`src/rtl/addr_lut_pkg.sv`:
```
// Shared defaults and the identity-map helper for the banked address lookup table.
// The helper gives both the reset contents and a reference for checking.
package addr_lut_pkg;

  localparam int D_DEF     = 8;
  localparam int IW_DEF    = 3;
  localparam int BANKS_DEF = 4;

  // Identity entry: bank * 2^iw + idx. Callers truncate to the entry width.
  function automatic int ident_addr(input int bank, input int idx, input int iw);
    return (bank << iw) + idx;
  endfunction

endpackage

```
`src/rtl/lut_bank_ptr.sv`:
```
// Wrapping bank pointer: clear beats increment beats hold.
// wrap pulses for one cycle after an increment rolls the pointer over to 0.
module lut_bank_ptr #(
  parameter int BW = 2
) (
  input  logic          clk,
  input  logic          rst_n,
  input  logic          clr,
  input  logic          inc,
  output logic [BW-1:0] ptr,
  output logic          wrap
);

  logic [BW-1:0] ptr_q, ptr_d;
  logic          wrap_q, wrap_d;

  // NOTE: every always_comb output gets a default first so no latch is inferred.
  always_comb begin
    ptr_d  = ptr_q;
    wrap_d = 1'b0;
    if (clr) begin
      ptr_d = '0;
    end else if (inc) begin
      ptr_d  = ptr_q + 1'b1;
      wrap_d = (ptr_q == '1);
    end
  end

  // NOTE: sequential state uses non-blocking assignments only.
  always_ff @(posedge clk or negedge rst_n) begin
    if (!rst_n) begin
      ptr_q  <= '0;
      wrap_q <= 1'b0;
    end else begin
      ptr_q  <= ptr_d;
      wrap_q <= wrap_d;
    end
  end

  assign ptr  = ptr_q;
  assign wrap = wrap_q;

endmodule

```
`src/rtl/addr_lut_banked.sv`:
```
// Programmable banked address lookup for lw/sw: maps (bank pointer, index) to a
// data-memory address with one cycle of latency and write-through on collision.
module addr_lut_banked
  import addr_lut_pkg::*;
#(
  parameter int D     = D_DEF,
  parameter int IW    = IW_DEF,
  parameter int BANKS = BANKS_DEF
) (
  input  logic                      clk,
  input  logic                      rst_n,
  input  logic                      lk_valid,
  input  logic [IW-1:0]             lk_idx,
  input  logic                      ina,
  input  logic                      bank_clr,
  input  logic                      wr_en,
  input  logic [$clog2(BANKS)-1:0]  wr_bank,
  input  logic [IW-1:0]             wr_idx,
  input  logic [D-1:0]              wr_data,
  output logic [D-1:0]              mem_addr,
  output logic                      addr_valid,
  output logic [$clog2(BANKS)-1:0]  bank,
  output logic                      bank_wrap
);

  localparam int BW      = $clog2(BANKS);
  localparam int ENTRIES = 1 << IW;

  logic [D-1:0] lut_q [BANKS][ENTRIES];
  logic [D-1:0] lut_d [BANKS][ENTRIES];
  logic [D-1:0] mem_addr_q, mem_addr_d;
  logic         addr_valid_q, addr_valid_d;
  logic [D-1:0] rd_data;
  logic [BW-1:0] bank_ptr;

  lut_bank_ptr #(.BW(BW)) u_bank_ptr (
    .clk   (clk),
    .rst_n (rst_n),
    .clr   (bank_clr),
    .inc   (ina),
    .ptr   (bank_ptr),
    .wrap  (bank_wrap)
  );

  always_comb begin
    lut_d = lut_q;
    if (wr_en) lut_d[wr_bank][wr_idx] = wr_data;
  end

  // Lookup uses the pre-update pointer; a same-entry write is forwarded.
  always_comb begin
    rd_data = lut_q[bank_ptr][lk_idx];
    if (wr_en && (wr_bank == bank_ptr) && (wr_idx == lk_idx)) rd_data = wr_data;
    mem_addr_d   = lk_valid ? rd_data : mem_addr_q;
    addr_valid_d = lk_valid;
  end

  // NOTE: the table is reset to the identity map, so it is plain flops and must
  // never be mapped to a RAM macro, which could not honour this reset.
  always_ff @(posedge clk or negedge rst_n) begin
    if (!rst_n) begin
      for (int b = 0; b < BANKS; b++) begin
        for (int i = 0; i < ENTRIES; i++) begin
          lut_q[b][i] <= D'(ident_addr(b, i, IW));
        end
      end
      mem_addr_q   <= '0;
      addr_valid_q <= 1'b0;
    end else begin
      lut_q        <= lut_d;
      mem_addr_q   <= mem_addr_d;
      addr_valid_q <= addr_valid_d;
    end
  end

  assign mem_addr   = mem_addr_q;
  assign addr_valid = addr_valid_q;
  assign bank       = bank_ptr;

endmodule

```
`config.mk`:
```
export PLATFORM = sky130hd
export DESIGN_NAME = addr_lut_banked
export DESIGN_NICKNAME = d
export VERILOG_FILES = /design/src/rtl/addr_lut_pkg.sv /design/src/rtl/lut_bank_ptr.sv /design/src/rtl/addr_lut_banked.sv
export SDC_FILE = /design/constraint.sdc
export NUM_CORES = 1
export LEC_CHECK = 0
export ABC_AREA = 0
export CAP_MARGIN = 5
export CORE_UTILIZATION = 30
export CTS_CLUSTER_DIAMETER = 30
export DETAILED_ROUTE_END_ITERATION = 12
export GPL_TIMING_DRIVEN = 0
export HOLD_SLACK_MARGIN = 0.03
export PLACE_DENSITY_LB_ADDON = 0.25
export SLEW_MARGIN = 20
export SYNTH_ARGS = -nofsm -noshare
export SYNTH_HDL_FRONTEND = slang
export SYNTH_SLANG_ARGS = --single-unit
```
`constraint.sdc`:
```
create_clock -name clk -period 7 [get_ports clk]
set_input_delay 1.4 -clock clk [delete_from_list [all_inputs] [get_ports clk]]
set_output_delay 1.4 -clock clk [all_outputs]
set_load 0.1 [all_outputs]
```
=== Word-level counts from Yosys, hierarchy flattened ===
Cells that the tools add are included.
W data, S select, Z words.

* Add/subtract/negate cells: 1
* Magnitude comparators: 6
* Equality and inequality tests: 3
* Muxes and demuxes: 16
* Bitwise operators: 4
* Reductions and logical operators: 5

{| class="wikitable"
|+ Operators by type and width
! cell !! number
|-
| $bwmux W256 || 1
|-
| $mux W64 || 3
|-
| $bmux W64 S2 || 1
|-
| $demux W64 S2 || 1
|-
| $mux W8 || 4
|-
| $bmux W8 S3 || 1
|-
| $demux W8 S3 || 1
|-
| $ge A4 B4 Y1 const B || 2
|-
| $not A3 Y4 || 2
|-
| $ge A3 B3 Y1 const B || 2
|-
| $not A2 Y3 || 2
|-
| $logic_and A1 B1 Y1 || 4
|-
| $lt A4 B1 Y1 const B || 1
|-
| $mux W2 || 2
|-
| $eq A3 B3 Y1 || 1
|-
| $lt A3 B1 Y1 const B || 1
|-
| $add A2 B1 Y2 const B || 1
|-
| $eq A2 B2 Y1 || 1
|-
| $eq A2 B2 Y1 const B || 1
|-
| $mux W1 || 2
|-
| $reduce_bool A2 Y1 || 1
|}

* Register bits: 268
* Input bits: 22
* Output and inout bits: 12
* Logic and storage cells: 71

=== Logic depth before layout (Yosys ltp) ===
Gate-level depths: netlist (run 1).

* Word-level depth: 8
* Depth in mapped cells: 9
* Gate-level depth less buffers: 5

=== Cells and area by module ===
From an unflattened synthesis (run 1), not the netlist that was laid out.

* Cells, all modules: 802
* Area total of the unflattened synthesis: 12425.7 um2

{| class="wikitable"
|+ By module, submodules not included
! module !! instances !! cells an instance !! area an instance (um2) !! sequential area each (um2)
|-
| addr_lut_banked || 1 || 792 || 12304.3 || 6731.5
|-
| lut_bank_ptr || 1 || 10 || 121.4 || 75.1
|}

=== Worst setup path after synthesis (run 1) ===
No wires, ideal clock.

* Path kind: in2reg
* Start point: input port wr_bank[0]
* End point: register lut_q[226] (netlist bit)
* Library setup time: 0.125 ns
* Arrival: 2.897 ns
* Required time: 6.875 ns
* Setup slack: 3.978 ns
* Stages on the path: 5
* Path buffers: 2
* Path through: clkbuf_1 or3b_2 clkbuf_1 nor2_1 mux2_2

* Longest elaborated chain between the ends: 6
* Elaborated cells on any way between the ends: 7
* Classes of those cells: order compare: 2; mux: 3; bitwise: 1; reduce/logical: 1

{| class="wikitable"
|+ Ends and longest elaborated chain
! item !! RTL line !! source
|-
| from (decl) || addr_lut_banked.sv:17 || <nowiki>input logic [$clog2(BANKS)-1:0] wr_bank,</nowiki>
|-
| $not A2 Y3 (implied by the code) * || addr_lut_banked.sv:47 || <nowiki>if (wr_en) lut_d[wr_bank][wr_idx] = wr_data;</nowiki>
|-
| $ge A3 B3 Y1 (implied by the code) or $lt A3 B1 Y1 (tied branches) || addr_lut_banked.sv:47 ||
|-
| $logic_and A1 B1 Y1 (implied by the code) || addr_lut_banked.sv:47 ||
|-
| $mux W64 (implied by the code) || addr_lut_banked.sv:47 ||
|-
| $demux W64 S2 * || addr_lut_banked.sv:47 ||
|-
| $bwmux W256 * || addr_lut_banked.sv:47 ||
|-
| to (signal, indexed assignment) || addr_lut_banked.sv:64 || <nowiki>lut_q[b][i] <= D'(ident_addr(b, i, IW));</nowiki>
|-
| to (signal assigned) || addr_lut_banked.sv:70 || <nowiki>lut_q <= lut_d;</nowiki>
|-
| to (decl) || addr_lut_banked.sv:29 || <nowiki>logic [D-1:0] lut_q [BANKS][ENTRIES];</nowiki>
|}

Mark *: on every way between the ends. The rest lies on a longest branch, timed or not.
A chain may end at the register's enable or synchronous reset.

=== Worst setup path after layout (run 1) ===
* Start point: register u_bank_ptr.ptr_q[1] (netlist: u_bank_ptr.ptr[1])
* End point: output port bank[1]

{| class="wikitable"
|+ RTL lines
! item !! RTL line !! source
|-
| from (decl) || lut_bank_ptr.sv:14 || <nowiki>logic [BW-1:0] ptr_q, ptr_d;</nowiki>
|-
| from (signal assigned) || lut_bank_ptr.sv:35 || <nowiki>ptr_q <= ptr_d;</nowiki>
|-
| to (decl) || addr_lut_banked.sv:22 || <nowiki>output logic [$clog2(BANKS)-1:0] bank,</nowiki>
|}

No word-level cell between the ends.

==> impl_results.md, run 1 <==
- Run status: complete, but fails checks
- Violated checks: DRC
- Overflow left after global routing: 0
- Site Rows: 74
- Number of vias per cell after detailed routing: 5.04
- Post-cts resize count: 0
- Post-synthesis average cell area: about 15 µm²
- Root Buffer: sky130_fd_sc_hd__clkbuf_16
- Number of global-route vias before repair: about 8000
- Leading cell types in the layout, fill and taps excluded: 262 x sky130_fd_sc_hd__mux2_2, 188 x sky130_fd_sc_hd__dfrtp_1, 80 x sky130_fd_sc_hd__dfstp_2
- Via count: 7560
- Unrepaired setup endpoints after global routing: no
- Most used DFF post-synth: sky130_fd_sc_hd__dfrtp_1
- Type of the most critical hold path: reg -> reg
- Fill count: 3864
- Syn-to-layout area delta: 25.3%
- Min-delay src: lut_q[110]
- Number of nets with antenna violations after detailed routing: 0
- Top-level port count: 34
- Synthesized Nets: 848
- Crit Path Class: reg -> out
- Slew margin rel.: 25.0%
- Start of the worst register-to-register path: u_bank_ptr.ptr[1]
- Ordered cell list for the critical path: clkdlybuf4s50_1
- Areal power density over the cells: between 300 and 400 nW/µm²
- R2R Setup Slk: between 4000 and 5000 ps
- Number of enable-type register cells in the synthesized netlist: 0
- Sequential area share after synthesis: 54.2%
- Netlist Area Pre-Place: approximately 13000 µm²
- CTS tree: yes
- Clock period minus worst slack: 3640 ps
- Number of nets in the layout: 940
- Required @ worst endpoint: 5600 ps
- Finish-stage setup viols: 0
- Critical Path AT: approximately 2200 ps
- Synth unique cells: 46
- Slowest cell on crit path: sky130_fd_sc_hd__clkdlybuf4s50_1
- Port-buffer cells: 27
- Endpoint of the worst hold path: lut_q[110]
- All-Layer GR Usage: 17.3%
- Cell Count, Final, Fillers Out: 1501
- Largest net degree at the start of global routing: 85
- Clock transition at the registers of the reported paths: 50 ps
- First-pass detailed-route iteration total: 8
- Number of buffers inserted for hold repair after clock tree synthesis: 0
- Delay-heaviest family, CP: buffers and inverters
- Max-slew violation count: 0
- Cell count after synthesis: 825
- Number of stages on the worst setup path: 1
- Worst clock skew: 37.8 ps
- Number of antenna violations at the first check in global routing: 0
- Clock Latency Late Sink: 600 ps
- Number of violations reported at the end of detailed-routing iteration 0: ~420
- Final-layout setup total negative slack: 0 ps
- Number of failing hold endpoints at the final stage: 0
- Worst-case clock buffer depth: 3
- Initial cell density of the core: 30.6%
- Largest stage delay, worst path: 1180 ps
- Number of buffers added by the clock tree synthesis step: 60
- Maximum operating frequency: 0.275 GHz
- Die width: around 210 µm
- Worst-margin pin slew: 1120 ps
- Area inside the core boundary: around 40000 µm²
- Max-cap violations: 0
- Count of clock tree sinks: 268
- Total Routed Length: 34900 µm
- Count of antenna diodes in the layout: 0
- Die Y-Extent: 207 µm
- Count of cells along the worst register-to-register path: 6
- WP buf/inv: 1
- WL per Instance: ~23 µm
- Share of flip-flops with an asynchronous set or reset after synthesis: 100%
- Post-CTS Setup Inserts: 0
- Fin crit share: 52.0%
- Register bit total from synthesis: 268
- Critical register-to-register path endpoint: mem_addr[4]
- Most frequent standard cell in the layout excluding fill and tap cells: sky130_fd_sc_hd__mux2_2
- First-pass GRT wire length: 53800 µm
- Depth of the CTS H-tree: 2
- Number of placed instances, taps included: roughly 1400
- Capturing element type of the critical path: output port
- Maximum fanout encountered on the critical timing path: 6
- Peak ir drop on the vdd network: 0.218 mV
- Leakage power total: 6.61 nW
- Share of layout cells above drive strength 1: 52.8%
- Die area: 42600 µm²
- Global placement routability congestion: between 0.7 and 0.8
- Launching element type of the critical path: flip-flop
- Yosys synthesis warning count: 0
- Depth of the worst hold-timing path: 1
- DRC Markers: 1
- Placed wire-length estimate after detailed placement: 23700 µm
## cells by family after synthesis
family / synth area share, %
mux: 36.2
flops: 54.2
simple gates: 3.28
buf+inv: 2.43
compound gates: 3.27
xor+xnor: 0.419
fa+ha+maj: 0.0997
## where the power goes
part | internal, mW | leakage, nW | total [mW] | switching (mW)
clock network | 1.99 | 1.04 | 2.91 | 0.916
logic | 0.434 | 2.33 | 0.823 | 0.389
registers | 1.92 | 3.24 | 2.06 | 0.147
total | 4.34 | 6.61 | 5.79 | 1.45
## final cells by class
cell class                 instances  area, µm²  share of cell area (%)
tap                              532        666                    4.23
buffer                            59        305                    1.94
clock buffer                      78       1650                    10.5
timing repair buffer              30        358                    2.28
clock inverter                    36        499                    3.18
multi-input combinational        498       5440                    34.6
sequential                       268       6810                    43.3
## metrics by stage
step | utilization (%) | hold WS, ps | power, mW | instance area (µm²) | worst slack [ps]
global route | 38.3 | 499 | 6.04 | 15700 | 3290
finish | 38.3 | 494 | 5.79 | 15700 | 3360
detailed placement | 33.1 | 488 | 2.91 | 13600 | 2970
CTS | 38.3 | 497 | 5.85 | 15700 | 3310
global placement | 32.9 | 483 | 2.89 | 13500 | -7510
floorplan | - | 472 | 2.64 | 12500 | 3980
## per-layer routing
layer | GRT usage (%) | wire length, µm | up-vias | share of wire (%)
li1 | - | - | 3321 | -
met1 | 24.2 | 16100 | 4015 | 46
met2 | 27.1 | 16500 | 179 | 47
met3 | 3.36 | 1680 | 45 | 4.8
met4 | 4.62 | 579 | 0 | 1.7
met5 | 0 | 0 | - | 0
## flip-flops by register name (all words and copies together), names as in the netlist
register         count
addr_valid           1
mem_addr             8
u_bank_ptr.wrap      1
lut_q              256
u_bank_ptr.ptr       2
## cell usage after synthesis, types with 2 or more instances
cell,n,area share [%]
sky130_fd_sc_hd__dfrtp_1,188,37
sky130_fd_sc_hd__xnor2_1,6,0.42
sky130_fd_sc_hd__nand3_1,3,0.12
sky130_fd_sc_hd__a31oi_1,2,0.10
sky130_fd_sc_hd__mux2_2,262,24
sky130_fd_sc_hd__nor2_1,22,0.66
sky130_fd_sc_hd__nor3b_1,4,0.24
sky130_fd_sc_hd__a2111oi_1,3,0.24
sky130_fd_sc_hd__and3b_1,2,0.14
sky130_fd_sc_hd__o221ai_1,6,0.42
sky130_fd_sc_hd__nor2b_1,10,0.50
sky130_fd_sc_hd__a221oi_1,7,0.49
sky130_fd_sc_hd__nand3b_1,4,0.24
sky130_fd_sc_hd__mux4_1,7,1.5
sky130_fd_sc_hd__buf_4,5,0.30
sky130_fd_sc_hd__mux4_4,8,1.6
sky130_fd_sc_hd__and3_1,2,0.10
sky130_fd_sc_hd__clkbuf_1,39,1.2
sky130_fd_sc_hd__a311o_1,6,0.48
sky130_fd_sc_hd__a21oi_1,6,0.24
sky130_fd_sc_hd__a22oi_1,12,0.72
sky130_fd_sc_hd__a2111oi_0,3,0.21
sky130_fd_sc_hd__and2b_1,3,0.18
sky130_fd_sc_hd__dfstp_2,80,17
sky130_fd_sc_hd__mux2i_1,56,4.5
sky130_fd_sc_hd__or2_2,2,0.10
sky130_fd_sc_hd__nand2_1,20,0.60
sky130_fd_sc_hd__buf_6,3,0.27
sky130_fd_sc_hd__buf_2,9,0.36
sky130_fd_sc_hd__mux4_2,29,5.2
## how the worst max path moves through the flow
stage / from / to / slack [ps]
after detailed placement: wr_en / lut_q[196] / 2970
final: u_bank_ptr.ptr[1] / bank[1] / 3360
after global routing: u_bank_ptr.ptr[1] / bank[1] / 3290
after global placement: rst_n / lut_q[132] / -7510
after floorplan: wr_bank[0] / lut_q[226] / 3980
after CTS: u_bank_ptr.ptr[1] / bank[1] / 3310
(Power assumes the default switching activity.)
==> inputs of run 2 (changes only) <==
==> constraint.sdc (replaced) <==
create_clock -name clk -period 3.8 [get_ports clk]
set_input_delay 0.76 -clock clk [delete_from_list [all_inputs] [get_ports clk]]
set_output_delay 0.76 -clock clk [all_outputs]
set_load 0.1 [all_outputs]
==> results of run 2 <==
The final DEF is identical to that of run 1. Status: complete, but fails checks: DRC.
Main changes from that run: setup slack after placement 2970 ps -> 410 ps; setup slack after layout 3360 ps -> 798 ps; hold slack 494 ps -> 122 ps; register-to-register setup slack 4070 ps -> 870 ps; total power 5.79 mW -> 10.7 mW; worst IR drop on VDD 0.218 mV -> 0.402 mV
==> inputs of run 3 (changes only) <==
==> constraint.sdc (replaced) <==
create_clock -name clk -period 2.6 [get_ports clk]
set_input_delay 0.52 -clock clk [delete_from_list [all_inputs] [get_ports clk]]
set_output_delay 0.52 -clock clk [all_outputs]
set_load 0.1 [all_outputs]
==> impl_results.md, run 3 (same netlist as run 1, synthesis figures left out) <==
- Die width: 207 µm (unchanged)
- Global placement routability congestion: 0.778 (+0.93%)
- Post-CTS Setup Inserts: 0 (unchanged)
- WP buf/inv: 1 (unchanged)
- Finish-stage setup viols: 0 (unchanged)
- Flip-flop count of the largest register after layout: 256 (unchanged)
- Max-slew violation count: 0 (unchanged)
- Number of nets with antenna violations after detailed routing: 0 (unchanged)
- Worst-case clock buffer depth: 3 (unchanged)
- Maximum operating frequency: between 0.3 and 0.4 GHz
- Total Routed Length: 35200 µm (+0.88%)
- Peak ir drop on the vdd network: 0.536 mV
- Slew margin rel.: 24.2% (-0.79 points)
- Count of clock tree sinks: 268 (unchanged)
- Capturing element type of the critical path: output port
- WL per Instance: 23.4 µm (+0.81%)
- All-Layer GR Usage: 17.3% (+0.056 points)
- Pint: 11.4 mW
- Die Y-Extent: 207 µm (unchanged)
- Top-level port count: 34 (unchanged)
- Die area: 42600 µm² (unchanged)
- Clock period minus worst slack: 2530 ps
- Initial cell density of the core: 30.6% (unchanged)
- Net Sw Frac: 25.3%
- Clock transition at the registers of the reported paths: 50 ps (about the same)
- Type of the most critical hold path: in -> async
- Run status: complete, but fails checks
- Overflow left after global routing: 0 (unchanged)
- Via count: 7599 (+0.52%)
- Ordered cell list for the critical path: clkdlybuf4s50_1
- Post-place setup slack: -576 ps
- Leading cell types in the layout, fill and taps excluded: 262 x sky130_fd_sc_hd__mux2_2, 186 x sky130_fd_sc_hd__dfrtp_1, 80 x sky130_fd_sc_hd__dfstp_2
- Hold slack final: between 400 and 500 ps
- Crit Path Class: reg -> out
- Comb pwr share: 14.8% (+0.6 points)
- Worst-margin pin slew: 1130 ps (+7.63 ps)
- Unrepaired setup endpoints after global routing: yes
- Placed wire-length estimate after detailed placement: 23700 µm (+0.11%)
- Clock Latency Late Sink: 580 ps (-20 ps)
- Placed Area: 13600 µm² (about the same)
- Areal power density over the cells: 970 nW/µm²
- Area inside the core boundary: 41000 µm² (unchanged)
- CTS tree: yes
- DRC Markers: 2 (+1)
- Relative contribution of sequential cells to total power: 36.5% (+0.9 points)
- Number of violations reported at the end of detailed-routing iteration 0: 329 (-21%)
- Most frequent standard cell in the layout excluding fill and tap cells: sky130_fd_sc_hd__mux2_2
- Site Rows: 74 (unchanged)
- Root Buffer: sky130_fd_sc_hd__clkbuf_16
- Net switching power: just under 4 mW
- Depth of the CTS H-tree: 2 (unchanged)
- Number of antenna violations at the first check in global routing: 2 (+2)
- Largest stage delay, worst path: 1120 ps (-60 ps)
- Number of failing hold endpoints at the final stage: 0 (unchanged)
- Largest net degree at the start of global routing: 86 (+1.2%)
- Port-buffer cells: 27 (unchanged)
- Critical Path AT: 2010 ps (-230 ps)
- Number of nets in the layout: 941 (+0.11%)
- Number of global-route vias before repair: 8086 (+0.062%)
- Reg with most FFs: lut_q
- Sum of internal, switching and leakage power: 15.2 mW
- Max-cap violations: 0 (unchanged)
- Violated checks: DRC
- Syn-to-layout area delta: 25.2% (about the same)
- Required @ worst endpoint: 2080 ps
- Launching element type of the critical path: flip-flop
- Share of layout cells above drive strength 1: 54.4% (+1.5 points)
- Fin crit share: 97.4%
- Final critical-path setup slack: between 60 and 70 ps
- Delay-heaviest family, CP: buffers and inverters
- Post-route design area: 15700 µm² (about the same)
- Leakage power total: 6.65 nW (+0.60%)
- First-pass GRT wire length: 53900 µm (+0.25%)
- Part of the power in the clock network: 48.7% (-1.5 points)
- Maximum fanout encountered on the critical timing path: 1 (-5)
- Fill count: 3858 (-0.16%)
- Slowest cell on crit path: sky130_fd_sc_hd__clkdlybuf4s50_1
- Worst clock skew: 20.4 ps (-17.4 ps)
- Number of buffers added by the clock tree synthesis step: 60 (unchanged)
- First-pass detailed-route iteration total: 8 (unchanged)
- Number of vias per cell after detailed routing: 5.06 (+0.45%)
-- run 3: worst paths after layout --
check / startpoint / endpoint / slack, ps / cells past startpoint
max reg2reg: u_bank_ptr.ptr[0] / mem_addr[5] / 90 / 7
min reg2reg: lut_q[67] / lut_q[67] / 500 / 1
min in group clk: lut_q[67] / lut_q[67] / 500 / 1
min: rst_n / lut_q[115] / 470 / 2
max in group asynchronous: rst_n / lut_q[65] / 640 / 5
max: addr_valid / addr_valid / 70 / 1
-- run 3: cell type report --
type / count / area (µm²) / share of cell area, %
clock inverter: 24 / 313 / 1.99
antenna: 1 / 2.50 / 0.0159
clock buffer: 89 / 1690 / 10.8
multi-input combinational: 498 / 5520 / 35.2
buffer: 59 / 329 / 2.09
timing repair buffer: 31 / 373 / 2.37
sequential: 268 / 6810 / 43.4
tap: 532 / 666 / 4.24
-- run 3: power by group through the flow --
stage,combinational (mW),clock (mW),sequential (mW)
2_1_floorplan,1.47,0,5.65
3_3_place_gp,2.18,0,5.59
3_5_place_dp,2.24,0,5.61
4_1_cts,2.27,7.56,5.56
5_1_grt,2.43,7.78,5.66
6_report,2.26,7.42,5.56
-- run 3: what timing repair did --
item	in CTS	in global routing
gates resized for setup	25	20
hold buffers	1	0
endpoints found under the hold margin	41	0
gates cloned	0	0
endpoints found under the setup margin	14	25
-- run 3: routing by layer --
metal | global-route usage (%) | share of wire, % | wire length [µm]
met5 | 0 | 0.037 | 13
met4 | 4.91 | 1.7 | 597
met3 | 3.19 | 4.0 | 1420
met2 | 27.2 | 47 | 16500
met1 | 24.3 | 47 | 16600
-- run 3: metrics by stage --
stage / setup TNS, ps / util [%] / instances
2_1_floorplan: 0 / - / 825
3_3_place_gp: -2695020 / 32.9 / 1384
3_5_place_dp: -43250 / 33.1 / 1387
4_1_cts: 0 / 38.1 / 1501
5_1_grt: -6.16 / 38.3 / 1501
6_report: 0 / 38.3 / 1502
